**config.mk**
```make
export PLATFORM = sky130hd
export DESIGN_NAME = r5p_rvmodel_ctl
export DESIGN_NICKNAME = d
export VERILOG_FILES = /design/src/rtl/r5p_rvmodel_pkg.sv /design/src/rtl/r5p_rvmodel_ctl.sv
export SDC_FILE = /design/constraint.sdc
export NUM_CORES = 1
export LEC_CHECK = 0
export CAP_MARGIN = 15
export CORE_MARGIN = 2
export CORE_UTILIZATION = 45
export CTS_CLUSTER_SIZE = 24
export DETAILED_ROUTE_END_ITERATION = 8
export PLACE_DENSITY = 0.75
export SYNTH_ARGS = -nofsm -noshare
export SYNTH_HDL_FRONTEND = slang
export SYNTH_SLANG_ARGS = --single-unit
```
**constraint.sdc**
```tcl
create_clock -name clk -period 8.61 [get_ports clk]
set_clock_uncertainty 0.05 [all_clocks]
set_input_delay 1.722 -clock clk [delete_from_list [all_inputs] [get_ports clk]]
set_output_delay 1.722 -clock clk [all_outputs]
set_load 0.02 [all_outputs]
```
**src/rtl/r5p_rvmodel_pkg.sv**
```systemverilog
// r5p_rvmodel_pkg: register offsets and FSM states of the RVMODEL compliance controller
package r5p_rvmodel_pkg;
  localparam logic [4:0] ADR_BEG  = 5'h00;
  localparam logic [4:0] ADR_END  = 5'h08;
  localparam logic [4:0] ADR_HALT = 5'h10;
  localparam logic [4:0] ADR_STAT = 5'h14;
  localparam logic [4:0] ADR_CNT  = 5'h18;
  typedef enum logic [2:0] {RUN, SETUP, REQ, RSP, OUT, DONE} state_t;
endpackage

```
**src/rtl/r5p_rvmodel_ctl.sv**
```systemverilog
// r5p_rvmodel_ctl: captures RVMODEL begin/end/halt, times out, then streams the signature from memory
module r5p_rvmodel_ctl
  import r5p_rvmodel_pkg::*;
#(
  parameter int unsigned DW  = 32,
  parameter int unsigned AW  = 22,
  parameter int unsigned TMO = 10000
)(
  input  logic          clk,
  input  logic          rst,
  input  logic          sub_vld,
  input  logic          sub_wen,
  input  logic [4:0]    sub_adr,
  input  logic [DW-1:0] sub_wdt,
  output logic          sub_rdy,
  output logic [DW-1:0] sub_rdt,
  output logic          man_vld,
  output logic [AW-1:0] man_adr,
  input  logic          man_rdy,
  input  logic [DW-1:0] man_rdt,
  output logic          sig_vld,
  output logic [DW-1:0] sig_dat,
  output logic          sig_lst,
  input  logic          sig_rdy,
  output logic          done,
  output logic          tmo
);
  localparam int unsigned BW = DW/8;
  localparam logic [DW-1:0] TOP = DW'({1'b1, {AW{1'b0}}});
  state_t state, state_nxt;
  logic [DW-1:0] beg_r, end_r, sig_q, beg_al, end_al, rdata;
  logic [31:0] cnt;
  logic [AW:0] ptr, lim, lim_set, ptr_nxt;
  logic lst_q, tmo_r, wr, rd, halt_wr, tmo_hit;
  assign wr      = sub_vld & sub_wen;
  assign rd      = sub_vld & ~sub_wen;
  assign halt_wr = wr && sub_adr == ADR_HALT && sub_wdt[0] && state == RUN;
  assign tmo_hit = TMO != 0 && state == RUN && cnt == 32'(TMO - 1);
  assign beg_al  = beg_r & ~DW'(BW - 1);
  assign end_al  = end_r & ~DW'(BW - 1);
  // the limit is one bit wider than the address so a window ending at 2^AW stays representable
  assign lim_set = end_al >= TOP ? {1'b1, {AW{1'b0}}} : end_al[AW:0];
  assign ptr_nxt = ptr + (AW+1)'(BW);
  always_comb begin
    state_nxt = state;
    case (state)
      RUN:     state_nxt = (halt_wr || tmo_hit) ? SETUP : RUN;
      SETUP:   state_nxt = beg_al >= DW'(lim_set) ? DONE : REQ;
      REQ:     state_nxt = man_rdy ? RSP : REQ;
      RSP:     state_nxt = OUT;
      OUT:     state_nxt = sig_rdy ? (lst_q ? DONE : REQ) : OUT;
      default: state_nxt = DONE;
    endcase
  end
  always_comb begin
    rdata = sub_adr == ADR_BEG  ? beg_r :
            sub_adr == ADR_END  ? end_r :
            sub_adr == ADR_STAT ? DW'({done, tmo_r, state}) :
            sub_adr == ADR_CNT  ? DW'(cnt) : '0;
  end
  always_ff @(posedge clk or posedge rst) begin
    if (rst) begin
      state   <= RUN;
      cnt     <= '0;
      beg_r   <= '0;
      end_r   <= '0;
      tmo_r   <= 1'b0;
      ptr     <= '0;
      lim     <= '0;
      sig_q   <= '0;
      lst_q   <= 1'b0;
      sub_rdt <= '0;
    end else begin
      state <= state_nxt;
      if (state == RUN && cnt != '1) cnt <= cnt + 1'b1;
      if (state == RUN && wr && sub_adr == ADR_BEG) beg_r <= sub_wdt;
      if (state == RUN && wr && sub_adr == ADR_END) end_r <= sub_wdt;
      if (tmo_hit && !halt_wr) tmo_r <= 1'b1;
      if (state == SETUP) begin
        ptr <= beg_al[AW:0];
        lim <= lim_set;
      end
      if (state == RSP) begin
        sig_q <= man_rdt;
        lst_q <= ptr_nxt >= lim;
        ptr   <= ptr_nxt;
      end
      if (rd) sub_rdt <= rdata;
    end
  end
  assign sub_rdy = 1'b1;
  assign man_vld = state == REQ;
  assign man_adr = man_vld ? ptr[AW-1:0] : '0;
  assign sig_vld = state == OUT;
  assign sig_dat = sig_vld ? sig_q : '0;
  assign sig_lst = sig_vld & lst_q;
  assign done    = state == DONE;
  assign tmo     = tmo_r;
endmodule
```
# Word level (Yosys, flattened, before mapping)
# Cells that the tools add are included.
# op_classes
order_cmp,3
addsub,2
mux,15
bitwise,4
n_eq_ne,11
n_reduce_logical,14
shifts,0
multipliers,0
div_mod_pow,0
# ops
op,count
$mux W32,5
$mux W23,3
$add A32 B1 Y32 const B,1
$eq A32 B14 Y1 const B,1
$ge A32 B23 Y1,1
$ge A32 B23 Y1 const B,1
$ne A32 B32 Y1 const B,1
$add A23 B3 Y23 const B,1
$ge A23 B23 Y1,1
$mux W22,1
$eq A5 B5 Y1 const B,3
$pmux W3 S5,1
$logic_and A1 B1 Y1,9
$mux W3,3
$eq A3 B2 Y1 const B,2
$eq A3 B3 Y1 const B,2
$eq A5 B4 Y1 const B,1
$logic_not A5 Y1,1
$and A1 B1 Y1,3
$eq A3 B1 Y1 const B,1
$logic_not A3 Y1,1
$mux W1,2
$reduce_bool A2 Y1,1
$logic_not A1 Y1,1
other kinds (2),2
# totals
elab_cells,59
n_memories,0
latchBits,0
input_bits,75
rom_bits,0
output_inout_bits,92
ramBits,0
register_bits,211

# Depth between registers and ports, before layout
# Gate-level depths: netlist of the first run.
# depth
word_depth,7
ltp_mapped,12
depth_no_buf,12

# Least setup slack after synthesis of the first run
# OpenSTA, ideal clock, no wires.
# synth_timing
path_type,register -> output
start,register state[2]
end,output sig_dat[22]
setup_slack_ps,5185
t_required_ps,6838
path_buffers,2
arrival_time_ps,1653
stages_incl_launch_ff,6
cell_sequence,dfrtp_1 > buf_2 > clkinv_1 > nor3_1 > clkbuf_1 > and2_1
# synth_via
elab_chain_cells,2
# synth_lines
item,line,text
"start, declared",r5p_rvmodel_ctl.sv:30,"state_t state, state_nxt;"
"start signal, assigned",r5p_rvmodel_ctl.sv:74,state <= state_nxt;
$eq A3 B3 Y1,r5p_rvmodel_ctl.sv:94,assign sig_vld = state == OUT;
net sig_vld,r5p_rvmodel_ctl.sv:21,"output logic sig_vld,"
$mux W32,r5p_rvmodel_ctl.sv:95,assign sig_dat = sig_vld ? sig_q : '0;
"end, declared",r5p_rvmodel_ctl.sv:22,"output logic [DW-1:0] sig_dat,"
# The timed path passes the listed nets, and every way through them passes these cells.

# Final worst setup path of the first run
# layout_timing
start,register state[1]
end,output man_adr[3]
# layout_via
elab_chain_cells,2
# layout_lines
item,line,text
$eq A3 B2 Y1,r5p_rvmodel_ctl.sv:92,assign man_vld = state == REQ;
$mux W22,r5p_rvmodel_ctl.sv:93,assign man_adr = man_vld ? ptr[AW-1:0] : '0;
"end, declared",r5p_rvmodel_ctl.sv:18,"output logic [AW-1:0] man_adr,"
# No other way between the ends.

==> results of run 1 <==
[power by group through the flow]
| stage | clock network [mW] | registers [mW] | logic (mW) |
|---|---|---|---|
| finish | 1.10 | 0.985 | 0.0846 |
| global route | 1.16 | 0.986 | 0.0929 |
| CTS | 1.12 | 0.985 | 0.0868 |
| detailed placement | 0 | 1.00 | 0.0864 |
| global placement | 0 | 1.00 | 0.0858 |
| floorplan | 0 | 1.00 | 0.0355 |
[layer usage]
metal / track usage (%) / routed length, um / up-vias
met5: 0 / 0 / -
met4: 6.49 / 789 / 0
met3: 3.69 / 1640 / 51
met2: 35.2 / 13400 / 243
met1: 29.7 / 12100 / 4221
li1: - / - / 3994
[flip-flops by register name, indices dropped and copies added (netlist names)]
register	count
beg_r	32
cnt	32
end_r	32
sig_q	32
sub_rdt	32
lim	21
ptr	21
state	3
lst_q	1
tmo	1
[cells in the mapped netlist (2+ instances only)]
| library cell | count |
|---|---|
| sky130_fd_sc_hd__dfrtp_1 | 207 |
| sky130_fd_sc_hd__nand2_1 | 126 |
| sky130_fd_sc_hd__mux2_2 | 94 |
| sky130_fd_sc_hd__o21ai_0 | 66 |
| sky130_fd_sc_hd__and2_1 | 55 |
| sky130_fd_sc_hd__a21oi_1 | 49 |
| sky130_fd_sc_hd__ha_1 | 44 |
| sky130_fd_sc_hd__nor2_1 | 40 |
| sky130_fd_sc_hd__inv_1 | 36 |
| sky130_fd_sc_hd__xnor2_1 | 36 |
| sky130_fd_sc_hd__a22oi_1 | 29 |
| sky130_fd_sc_hd__mux2_4 | 28 |
| sky130_fd_sc_hd__nand3_1 | 24 |
| sky130_fd_sc_hd__clkbuf_1 | 23 |
| sky130_fd_sc_hd__nand4_1 | 20 |
| sky130_fd_sc_hd__buf_2 | 17 |
| sky130_fd_sc_hd__xor2_1 | 14 |
| sky130_fd_sc_hd__nor4_1 | 12 |
| sky130_fd_sc_hd__o22ai_1 | 12 |
| sky130_fd_sc_hd__nor3_1 | 9 |
| sky130_fd_sc_hd__a21o_1 | 8 |
| sky130_fd_sc_hd__o21ai_1 | 8 |
| sky130_fd_sc_hd__and3_1 | 7 |
| sky130_fd_sc_hd__buf_1 | 5 |
| sky130_fd_sc_hd__buf_4 | 5 |
| sky130_fd_sc_hd__buf_6 | 4 |
| sky130_fd_sc_hd__mux2_1 | 4 |
| sky130_fd_sc_hd__nand2b_1 | 4 |
| sky130_fd_sc_hd__nor3_2 | 4 |
| sky130_fd_sc_hd__a31oi_1 | 3 |
| sky130_fd_sc_hd__and4_1 | 3 |
| sky130_fd_sc_hd__mux2i_1 | 3 |
| sky130_fd_sc_hd__nor4_2 | 3 |
| sky130_fd_sc_hd__or4_1 | 3 |
| sky130_fd_sc_hd__a211oi_1 | 2 |
| sky130_fd_sc_hd__a2bb2oi_1 | 2 |
| sky130_fd_sc_hd__a41o_1 | 2 |
| sky130_fd_sc_hd__clkbuf_2 | 2 |
| sky130_fd_sc_hd__clkinv_1 | 2 |
| sky130_fd_sc_hd__conb_1 | 2 |
| sky130_fd_sc_hd__nand3_2 | 2 |
| sky130_fd_sc_hd__nand4_2 | 2 |
| sky130_fd_sc_hd__nor2_2 | 2 |
| sky130_fd_sc_hd__or3_1 | 2 |
[per-stage QoR]
step	cell area, um^2	util [%]	power [mW]
2_1_floorplan	11100	-	1.04
3_3_place_gp	12900	53.3	1.09
3_5_place_dp	12900	53.3	1.09
4_1_cts	13800	56.9	2.19
5_1_grt	13800	57.0	2.24
6_report	13800	57.0	2.17
[layout make-up]
type                    count  area, um^2
fillers                  2051       10400
well taps                 324         405
clock buffers              37         731
multi-input cells         750        5480
flip-flops and latches    207        5180
repair buffers            173        1720
clock inverters             8         140
inverters                  38         150
[critical path, stage by stage (launching register included)]
cell	delay [ps]
sky130_fd_sc_hd__dfrtp_2	1010
sky130_fd_sc_hd__clkinv_1	540
sky130_fd_sc_hd__nor3_2	850
sky130_fd_sc_hd__and2_1	230
sky130_fd_sc_hd__clkdlybuf4s50_1	610
[cells by family after synthesis]
kind of cell / count (synthesis) / share of synthesized area [%]
AOI/OAI and AO/OA: 193 / 10.3
buffers and inverters: 94 / 3.85
and+or+nand+nor: 331 / 15.9
other: 2 / 0.0679
xor gates and xnor gates: 50 / 3.96
adders and majority gates: 44 / 4.98
muxes: 129 / 14.0
DFF: 207 / 46.8
[worst min path at each step]
stage	start	endpoint	slack, ps	depth (start not counted)
5_1_grt	lim[22]	lim[22]	450	2
3_5_place_dp	lim[22]	lim[22]	420	2
3_3_place_gp	lim[6]	lim[6]	410	2
2_1_floorplan	lim[10]	lim[10]	400	2
4_1_cts	lim[22]	lim[22]	430	2
6_report	sub_rdt[16]	sub_rdt[16]	430	2
==> out/results.tsv, run 1 <==
metric	value	unit
result of the run	completed	
highest ir drop seen on vdd	0.111	mV
kind of end point of the critical path	output pin	
area share of the largest cell type after synthesis	46.8	%
initial antenna violation count	0	
reported leakage power	6.20	nW
Core Region	24200	um^2
clk_lat worst skew	510	ps
# placed instances	1491	
Total GRT Usage	21.6	%
share of synthesized flip-flops with an asynchronous set or reset	100	%
sequential share of power	45.4	%
proportion of power drawn by the clock network	50.7	%
maximum fanout count along the critical path	59	
number of flops mapped to enable cells by yosys	0	
Final setup viols	0	
most frequent cells in the layout	206 x sky130_fd_sc_hd__dfrtp_1, 163 x sky130_fd_sc_hd__clkdlybuf4s50_1, 126 x sky130_fd_sc_hd__nand2_1	
number of cells on the worst reg-to-reg path	11	
detailed-route DRC error count	0	
CTS H-Tree Depth	1	
Syn Inst Count	1050	
summed instance area of the synthesized netlist	11100	um^2
clock-pin slew on the worst setup and hold paths	60	ps
post-route non-filler standard cell count	1537	
vertical die dimension	161	um
Worst Setup EP	man_adr[3]	
Startpoint Class	flop	
global-route wire length before repair	44800	um
RSZ-0062 raised after global routing	false	
buffer type at the clock tree root	sky130_fd_sc_hd__clkbuf_16	
detailed-placement wirelength estimate	20100	um
leading register cell type out of synthesis	sky130_fd_sc_hd__dfrtp_1	
number of placement rows	57	
post-route ant nets	0	
cell taking the most area after synthesis	sky130_fd_sc_hd__dfrtp_1	
start of the worst register-to-register path	end_r[26]	
Arrival @ worst endpoint	3760	ps
ratio of cells with drive above 1 in the final layout	16.5	%
die width	161	um
final weighted congestion in routability-driven placement	0.876	
highest clock rate	181	MHz
Routed WL	27900	um
Psw	0.445	mW
number of global-route vias before repair	8298	
Distinct cells, synth	69	
number of clock sinks	207	
clock tree from TritonCTS	done	
Post-CTS Hold Fix Bufs	0	
number of buffer cells added on primary ports	163	
R2R setup slack	5250	ps
power share of the combinational group	3.9	%
slew margin rel.	30.5	%
mean number of vias per cell	5.54	
post-route clock period utilization	64.3	%
final critical delay including setup and external delays	5530	ps
Crit. Startpoint	state[1]	
violation count after the first detailed-route iteration	465	
number of max-slew violations in the final report	0	
sequential fraction of the synthesis area	46.8	%
sum of negative setup slack	0	ps
switching share of total power	20.5	%
die area	25800	um^2
number of diodes added for antenna fixing	0	
Final Worst Setup Slack	3080	ps
total via count after detailed routing	8509	
category of the critical setup timing path	reg -> out	
measured slew at the worst slew-check pin	1040	ps
cell internal pwr	1.73	mW
most common cell after layout, fill and taps aside	sky130_fd_sc_hd__dfrtp_1	
Final nets	1314	
worst slack at placement	3570	ps
endpoint of the worst-slack reg-to-reg timing path	state[1]	
length of the first detailed-routing pass in iterations	7	
grt total ovfl	0	
Max clock buf depth	3	
mean instance size in the synthesized netlist	10.5	um^2
max-cap viol count	0	
pwr dens	157	nW/um^2
number of buffers created by CTS	25	
required time at the endpoint of the critical path	6840	ps
number of failing hold endpoints at the final stage	0	
flops & latches, synth	207	
starting density of the core	45.6	%
layout overhead on the synthesized area	24.9	%
CTS-repair resized insts	0	
# Post-CTS Setup Buffers	0	
synthesis warning total	0	
final hold slack	430	ps
num ports	167	
class of the tightest hold or removal check	reg -> reg	
cell types occupying the most area after synthesis	sky130_fd_sc_hd__dfrtp_1 47%, sky130_fd_sc_hd__mux2_2 9.6%, sky130_fd_sc_hd__ha_1 5.0%	
average wire per standard cell	18.2	um
largest net degree at the start of global routing	132	
No activity file was read; power rests on OpenSTA's default activity.
==> inputs of run 2 (changes only) <==
--- a/config.mk
+++ b/config.mk
@@ -10,7 +10,7 @@
 export CORE_UTILIZATION = 45
 export CTS_CLUSTER_SIZE = 24
 export DETAILED_ROUTE_END_ITERATION = 8
-export PLACE_DENSITY = 0.75
+export PLACE_DENSITY = 0.78
 export SYNTH_ARGS = -nofsm -noshare
 export SYNTH_HDL_FRONTEND = slang
 export SYNTH_SLANG_ARGS = --single-unit
==> constraint.sdc (replaced) <==
create_clock -name clk -period 5 [get_ports clk]
set_clock_uncertainty 0.05 [all_clocks]
set_input_delay 1 -clock clk [delete_from_list [all_inputs] [get_ports clk]]
set_output_delay 1 -clock clk [all_outputs]
set_load 0.02 [all_outputs]
==> run 2 against run 1 <==
Against the previous run: sequential power is 73% higher; first-iteration DRC count is 24% higher; critical path depth stayed put; largest cell class unchanged; register-to-register slack worse by 3500 ps; power is 75% higher; wire length is 4.7% higher; sequential share of layout area is 0.21 points lower; largest power group unchanged; die area stayed put; clock-buffer cell count is 2 lower.
==> out/results.tsv, run 2 (synthesized netlist as in run 1, its figures left out) <==
metric	value	unit	change
highest ir drop seen on vdd	0.198	mV	+78%
Routed WL	29200	um	+4.7%
required time at the endpoint of the critical path	3950	ps	-2890 ps
num ports	167		unchanged
measured slew at the worst slew-check pin	1090	ps	+45.5 ps
grt met3 use	3.51	%	-0.18 points
sequential share of power	44.7	%	-0.7 points
switching share of total power	20.5	%	+0.022 points
highest clock rate	253	MHz	
sum of negative setup slack	0	ps	unchanged
Max clock buf depth	3		unchanged
met2 track demand over resource	37.3	%	+2.1 points
Total Power Consumption	3.80	mW	+75%
most frequent cells in the layout	206 x sky130_fd_sc_hd__dfrtp_1, 163 x sky130_fd_sc_hd__clkdlybuf4s50_1, 126 x sky130_fd_sc_hd__nand2_1		
layer carrying the most global-route usage	met2		
footprint of the multi-input gates	5480	um^2	unchanged
average wire per standard cell	19.0	um	+4.4%
proportion of power drawn by the clock network	51.4	%	+0.7 points
max-cap viol count	0		unchanged
clock-pin slew on the worst setup and hold paths	60	ps	about the same
most common cell after layout, fill and taps aside	sky130_fd_sc_hd__dfrtp_1		
Core Region	24200	um^2	unchanged
ratio of cells with drive above 1 in the final layout	16.9	%	+0.37 points
total via count after detailed routing	8642		+1.6%
reported leakage power	6.23	nW	+0.54%
die width	161	um	unchanged
cell internal pwr	3.02	mW	+75%
Filler Cell Count	2070		+0.93%
detailed-route DRC error count	0		unchanged
Total GRT Usage	22.6	%	+0.99 points
result of the run	completed		
number of buffer cells added on primary ports	163		unchanged
RSZ-0062 raised after global routing	false		
mean number of vias per cell	5.61		+1.3%
number of clock sinks	207		unchanged
Post-CTS Hold Fix Bufs	0		unchanged
layout overhead on the synthesized area	25.6	%	
Finished Core Util	57.3	%	+0.32 points
length of the first detailed-routing pass in iterations	5		-2
buffer type at the clock tree root	sky130_fd_sc_hd__clkbuf_16		
largest net degree at the start of global routing	114		-14%
CTS H-Tree Depth	1		unchanged
maximum fanout count along the critical path	21		-64%
post-route ant nets	0		unchanged
area used by sequential logic in the layout	5180	um^2	unchanged
number of failing hold endpoints at the final stage	0		unchanged
Final setup viols	0		unchanged
Startpoint Class	flop		
met1 Resource Use GR	30.4	%	+0.77 points
final weighted congestion in routability-driven placement	0.871		-0.59%
die area	25800	um^2	unchanged
clock tree from TritonCTS	done		
vertical die dimension	161	um	unchanged
violation count after the first detailed-route iteration	576		+24%
category of the critical setup timing path	reg -> out		
slew margin rel.	27.5	%	-3.0 points
grt total ovfl	0		unchanged
number of global-route vias before repair	8725		+5.1%
post-route clock period utilization	79.0	%	
class of the tightest hold or removal check	reg -> reg		
Psw	0.780	mW	+75%
number of placement rows	57		unchanged
CTS-repair resized insts	0		unchanged
global-route wire length before repair	46800	um	+4.3%
# Post-CTS Setup Buffers	0		unchanged
Final nets	1318		+0.30%
final hold slack	428	ps	-1.72 ps
number of buffers created by CTS	24		-4.0%
initial antenna violation count	1		+1
final critical delay including setup and external delays	3950	ps	
starting density of the core	45.6	%	unchanged
clk_lat worst skew	530	ps	+20 ps
pwr dens	273	nW/um^2	+74%
kind of end point of the critical path	output pin		
power share of the combinational group	4.0	%	about the same
Arrival @ worst endpoint	2900	ps	-860 ps
number of max-slew violations in the final report	0		unchanged
detailed-placement wirelength estimate	21000	um	+4.6%
-- run 2: final cells by class --
cell class	count	area share, %
antenna	1	0.0180
clock buffer	35	5.21
clock inverter	8	1.19
inverter	38	1.05
multi-input combinational	750	39.5
sequential	207	37.3
tap	324	2.92
timing repair buffer	178	12.8
-- run 2: layer usage --
layer	routed length (um)	vias up
met5	0	-
met4	816	0
met3	2000	57
met2	14200	290
met1	12200	4283
li1	-	4012
-- run 2: path summary, 6_finish.rpt --
kind / endpoint / slack [ps] / from / cells past startpoint
worst max-delay path: man_adr[4] / 1050 / state[1] / 4
worst min-delay path: sub_rdt[8] / 430 / sub_rdt[8] / 2
worst max register to register: state[1] / 1770 / end_r[26] / 11
worst min register to register: sub_rdt[8] / 430 / sub_rdt[8] / 2
max in group asynchronous: state[1] / 2890 / rst / 3
min in group asynchronous: beg_r[12] / 920 / rst / 2
-- run 2: critical path, stage by stage (launching register included) --
cell                              delay [ps]
sky130_fd_sc_hd__dfrtp_2                 350
sky130_fd_sc_hd__clkinv_1                330
sky130_fd_sc_hd__nor3_2                  860
sky130_fd_sc_hd__and2_1                  240
sky130_fd_sc_hd__clkdlybuf4s50_1         600
-- run 2: power groups by stage --
| stage | clock network [mW] | logic (mW) | registers (mW) |
|---|---|---|---|
| 6_report | 1.95 | 0.151 | 1.70 |
| 5_1_grt | 2.05 | 0.164 | 1.70 |
| 4_1_cts | 1.98 | 0.154 | 1.70 |
| 3_5_place_dp | 0 | 0.153 | 1.73 |
| 3_3_place_gp | 0 | 0.150 | 1.73 |
| 2_1_floorplan | 0 | 0.0614 | 1.73 |
-- run 2: through the flow --
step                cell area (um^2)  std cells  setup slack (ps)
finish                         13900       1541              1050
floorplan                      11100       1051              1260
global route                   13900       1541               822
global placement               13000       1495              1160
detailed placement             13000       1495              1110
CTS                            13800       1538              1010
==> inputs of run 3 (changes only) <==
--- a/config.mk
+++ b/config.mk
@@ -10,7 +10,7 @@
 export CORE_UTILIZATION = 45
 export CTS_CLUSTER_SIZE = 24
 export DETAILED_ROUTE_END_ITERATION = 8
-export PLACE_DENSITY = 0.78
+export PLACE_DENSITY = 0.75
 export SYNTH_ARGS = -nofsm -noshare
 export SYNTH_HDL_FRONTEND = slang
 export SYNTH_SLANG_ARGS = --single-unit
==> constraint.sdc (replaced) <==
create_clock -name clk -period 3.8 [get_ports clk]
set_clock_uncertainty 0.05 [all_clocks]
set_input_delay 0.76 -clock clk [delete_from_list [all_inputs] [get_ports clk]]
set_output_delay 0.76 -clock clk [all_outputs]
set_load 0.02 [all_outputs]
==> run 3 against run 2 <==
Against the previous run: setup slack worse by 750 ps; via count decreased by 1.0%; flip-flop and latch count is the same; non-clock buffer count unchanged; largest power group unchanged; highest routed layer unchanged.
==> out/results.tsv, run 3 (synthesized netlist as in run 1, its figures left out) <==
metric	value	unit	change
Routed WL	29400	um	+0.49%
length of the first detailed-routing pass in iterations	5		unchanged
RSZ-0062 raised after global routing	false		
CTS H-Tree Depth	1		unchanged
number of buffers created by CTS	24		unchanged
maximum fanout count along the critical path	33		+57%
buffer type at the clock tree root	sky130_fd_sc_hd__clkbuf_16		
die width	161	um	unchanged
result of the run	completed		
post-route cell area	13800	um^2	-0.41%
starting density of the core	45.6	%	unchanged
class of the tightest hold or removal check	reg -> reg		
Startpoint Class	flop		
clk_lat worst skew	520	ps	about the same
footprint of the multi-input gates	5480	um^2	unchanged
average wire per standard cell	19.1	um	+0.55%
number of placement rows	57		unchanged
Core Region	24200	um^2	unchanged
initial antenna violation count	0		-1
most common cell after layout, fill and taps aside	sky130_fd_sc_hd__dfrtp_1		
number of max-slew violations in the final report	0		unchanged
area after detailed placement	13000	um^2	+0.31%
CTS-repair resized insts	0		unchanged
Filler Cell Count	2045		-1.2%
post-route non-filler standard cell count	1540		-0.065%
kind of end point of the critical path	output pin		
total via count after detailed routing	8552		-1.0%
violation count after the first detailed-route iteration	467		-19%
reported leakage power	6.21	nW	-0.32%
Final setup viols	0		unchanged
detailed-placement wirelength estimate	21000	um	-0.17%
most frequent cells in the layout	206 x sky130_fd_sc_hd__dfrtp_1, 163 x sky130_fd_sc_hd__clkdlybuf4s50_1, 126 x sky130_fd_sc_hd__nand2_1		
post-route ant nets	0		unchanged
number of clock sinks	207		unchanged
largest net degree at the start of global routing	96		-16%
category of the critical setup timing path	reg -> out		
mean number of vias per cell	5.55		-0.98%
worst slack at placement	586	ps	-521 ps
layout overhead on the synthesized area	25.0	%	
max-cap viol count	0		unchanged
detailed-route DRC error count	0		unchanged
slew margin rel.	30.7	%	+3.2 points
number of failing hold endpoints at the final stage	0		unchanged
ratio of cells with drive above 1 in the final layout	16.9	%	unchanged
number of global-route vias before repair	8654		-0.81%
Total GRT Usage	22.5	%	-0.089 points
clock tree from TritonCTS	done		
num ports	167		unchanged
number of diodes added for antenna fixing	0		-1
Max clock buf depth	3		unchanged
clock-pin slew on the worst setup and hold paths	60	ps	about the same
final critical delay including setup and external delays	3500	ps	
vertical die dimension	161	um	unchanged
# Post-CTS Setup Buffers	0		unchanged
Final Worst Setup Slack	300	ps	-748 ps
Post-CTS Hold Fix Bufs	0		unchanged
final weighted congestion in routability-driven placement	0.859		-1.3%
area used by sequential logic in the layout	5180	um^2	unchanged
final hold slack	431	ps	+3.26 ps
pwr dens	351	nW/um^2	+28%
required time at the endpoint of the critical path	2990	ps	-960 ps
Arrival @ worst endpoint	2690	ps	-210 ps
grt total ovfl	0		unchanged
highest ir drop seen on vdd	0.290	mV	+47%
measured slew at the worst slew-check pin	1040	ps	-47.7 ps
highest clock rate	286	MHz	
Final nets	1318		unchanged
die area	25800	um^2	unchanged
sum of negative setup slack	0	ps	unchanged
# placed instances	1497		+0.13%
number of buffer cells added on primary ports	163		unchanged
post-route clock period utilization	92.1	%	
global-route wire length before repair	46700	um	-0.10%
[run 3: cell types whose count changed in the layout (fill, tap and decap cells not counted)]
cell,change
sky130_fd_sc_hd__diode_2,-1
sky130_fd_sc_hd__clkinv_4,+1
sky130_fd_sc_hd__clkinv_2,+2
sky130_fd_sc_hd__clkbuf_8,-1
sky130_fd_sc_hd__buf_12,+2
sky130_fd_sc_hd__buf_6,-1
sky130_fd_sc_hd__buf_16,-1
sky130_fd_sc_hd__bufinv_16,-2
[run 3: final cells by class]
| cell class | instances | area share, % |
|---|---|---|
| Sequential cell | 207 | 37.5 |
| Clock buffer | 34 | 5.13 |
| Multi-Input combinational cell | 750 | 39.6 |
| Clock inverter | 9 | 0.896 |
| Timing Repair Buffer | 178 | 12.9 |
| Tap cell | 324 | 2.93 |
| Inverter | 38 | 1.06 |
[run 3: worst paths after layout]
check	from	endpoint	slack [ps]	cells past startpoint
max reg2reg	end_r[26]	state[1]	510	11
max in group asynchronous	rst	end_r[17]	2560	3
min	sub_rdt[15]	sub_rdt[15]	430	2
max	state[2]	sig_dat[25]	300	5
min in group asynchronous	rst	ptr[14]	710	3
min reg2reg	sub_rdt[15]	sub_rdt[15]	430	2
[run 3: metal layers]
metal | vias up | share of wire [%] | global-route usage (%)
li1 | 3997 | - | -
met1 | 4204 | 43 | 30.6
met2 | 285 | 48 | 37.2
met3 | 66 | 6.0 | 3.18
met4 | 0 | 3.2 | 7.43
met5 | - | 0 | 0
[run 3: report_power, final]
group / switching, mW / internal [mW]
clock: 0.922 / 1.50
sequential: 0.00791 / 2.22
combinational: 0.101 / 0.0974
total: 1.03 / 3.82
[run 3: worst max-delay path, cell delays in order (launching register included)]
cell and delay [ps]:
sky130_fd_sc_hd__dfrtp_1 540, sky130_fd_sc_hd__clkinv_1 340, sky130_fd_sc_hd__nor3_2 180, sky130_fd_sc_hd__buf_4 310, sky130_fd_sc_hd__and2_1 190, sky130_fd_sc_hd__clkdlybuf4s50_1 620
[run 3: through the flow]
| step | utilization [%] | total power [mW] |
|---|---|---|
| after global placement | 53.6 | 2.47 |
| after detailed placement | 53.6 | 2.47 |
| after global routing | 57.0 | 4.99 |
| after floorplan | - | 2.35 |
| final | 57.0 | 4.85 |
| after CTS | 57.0 | 4.89 |
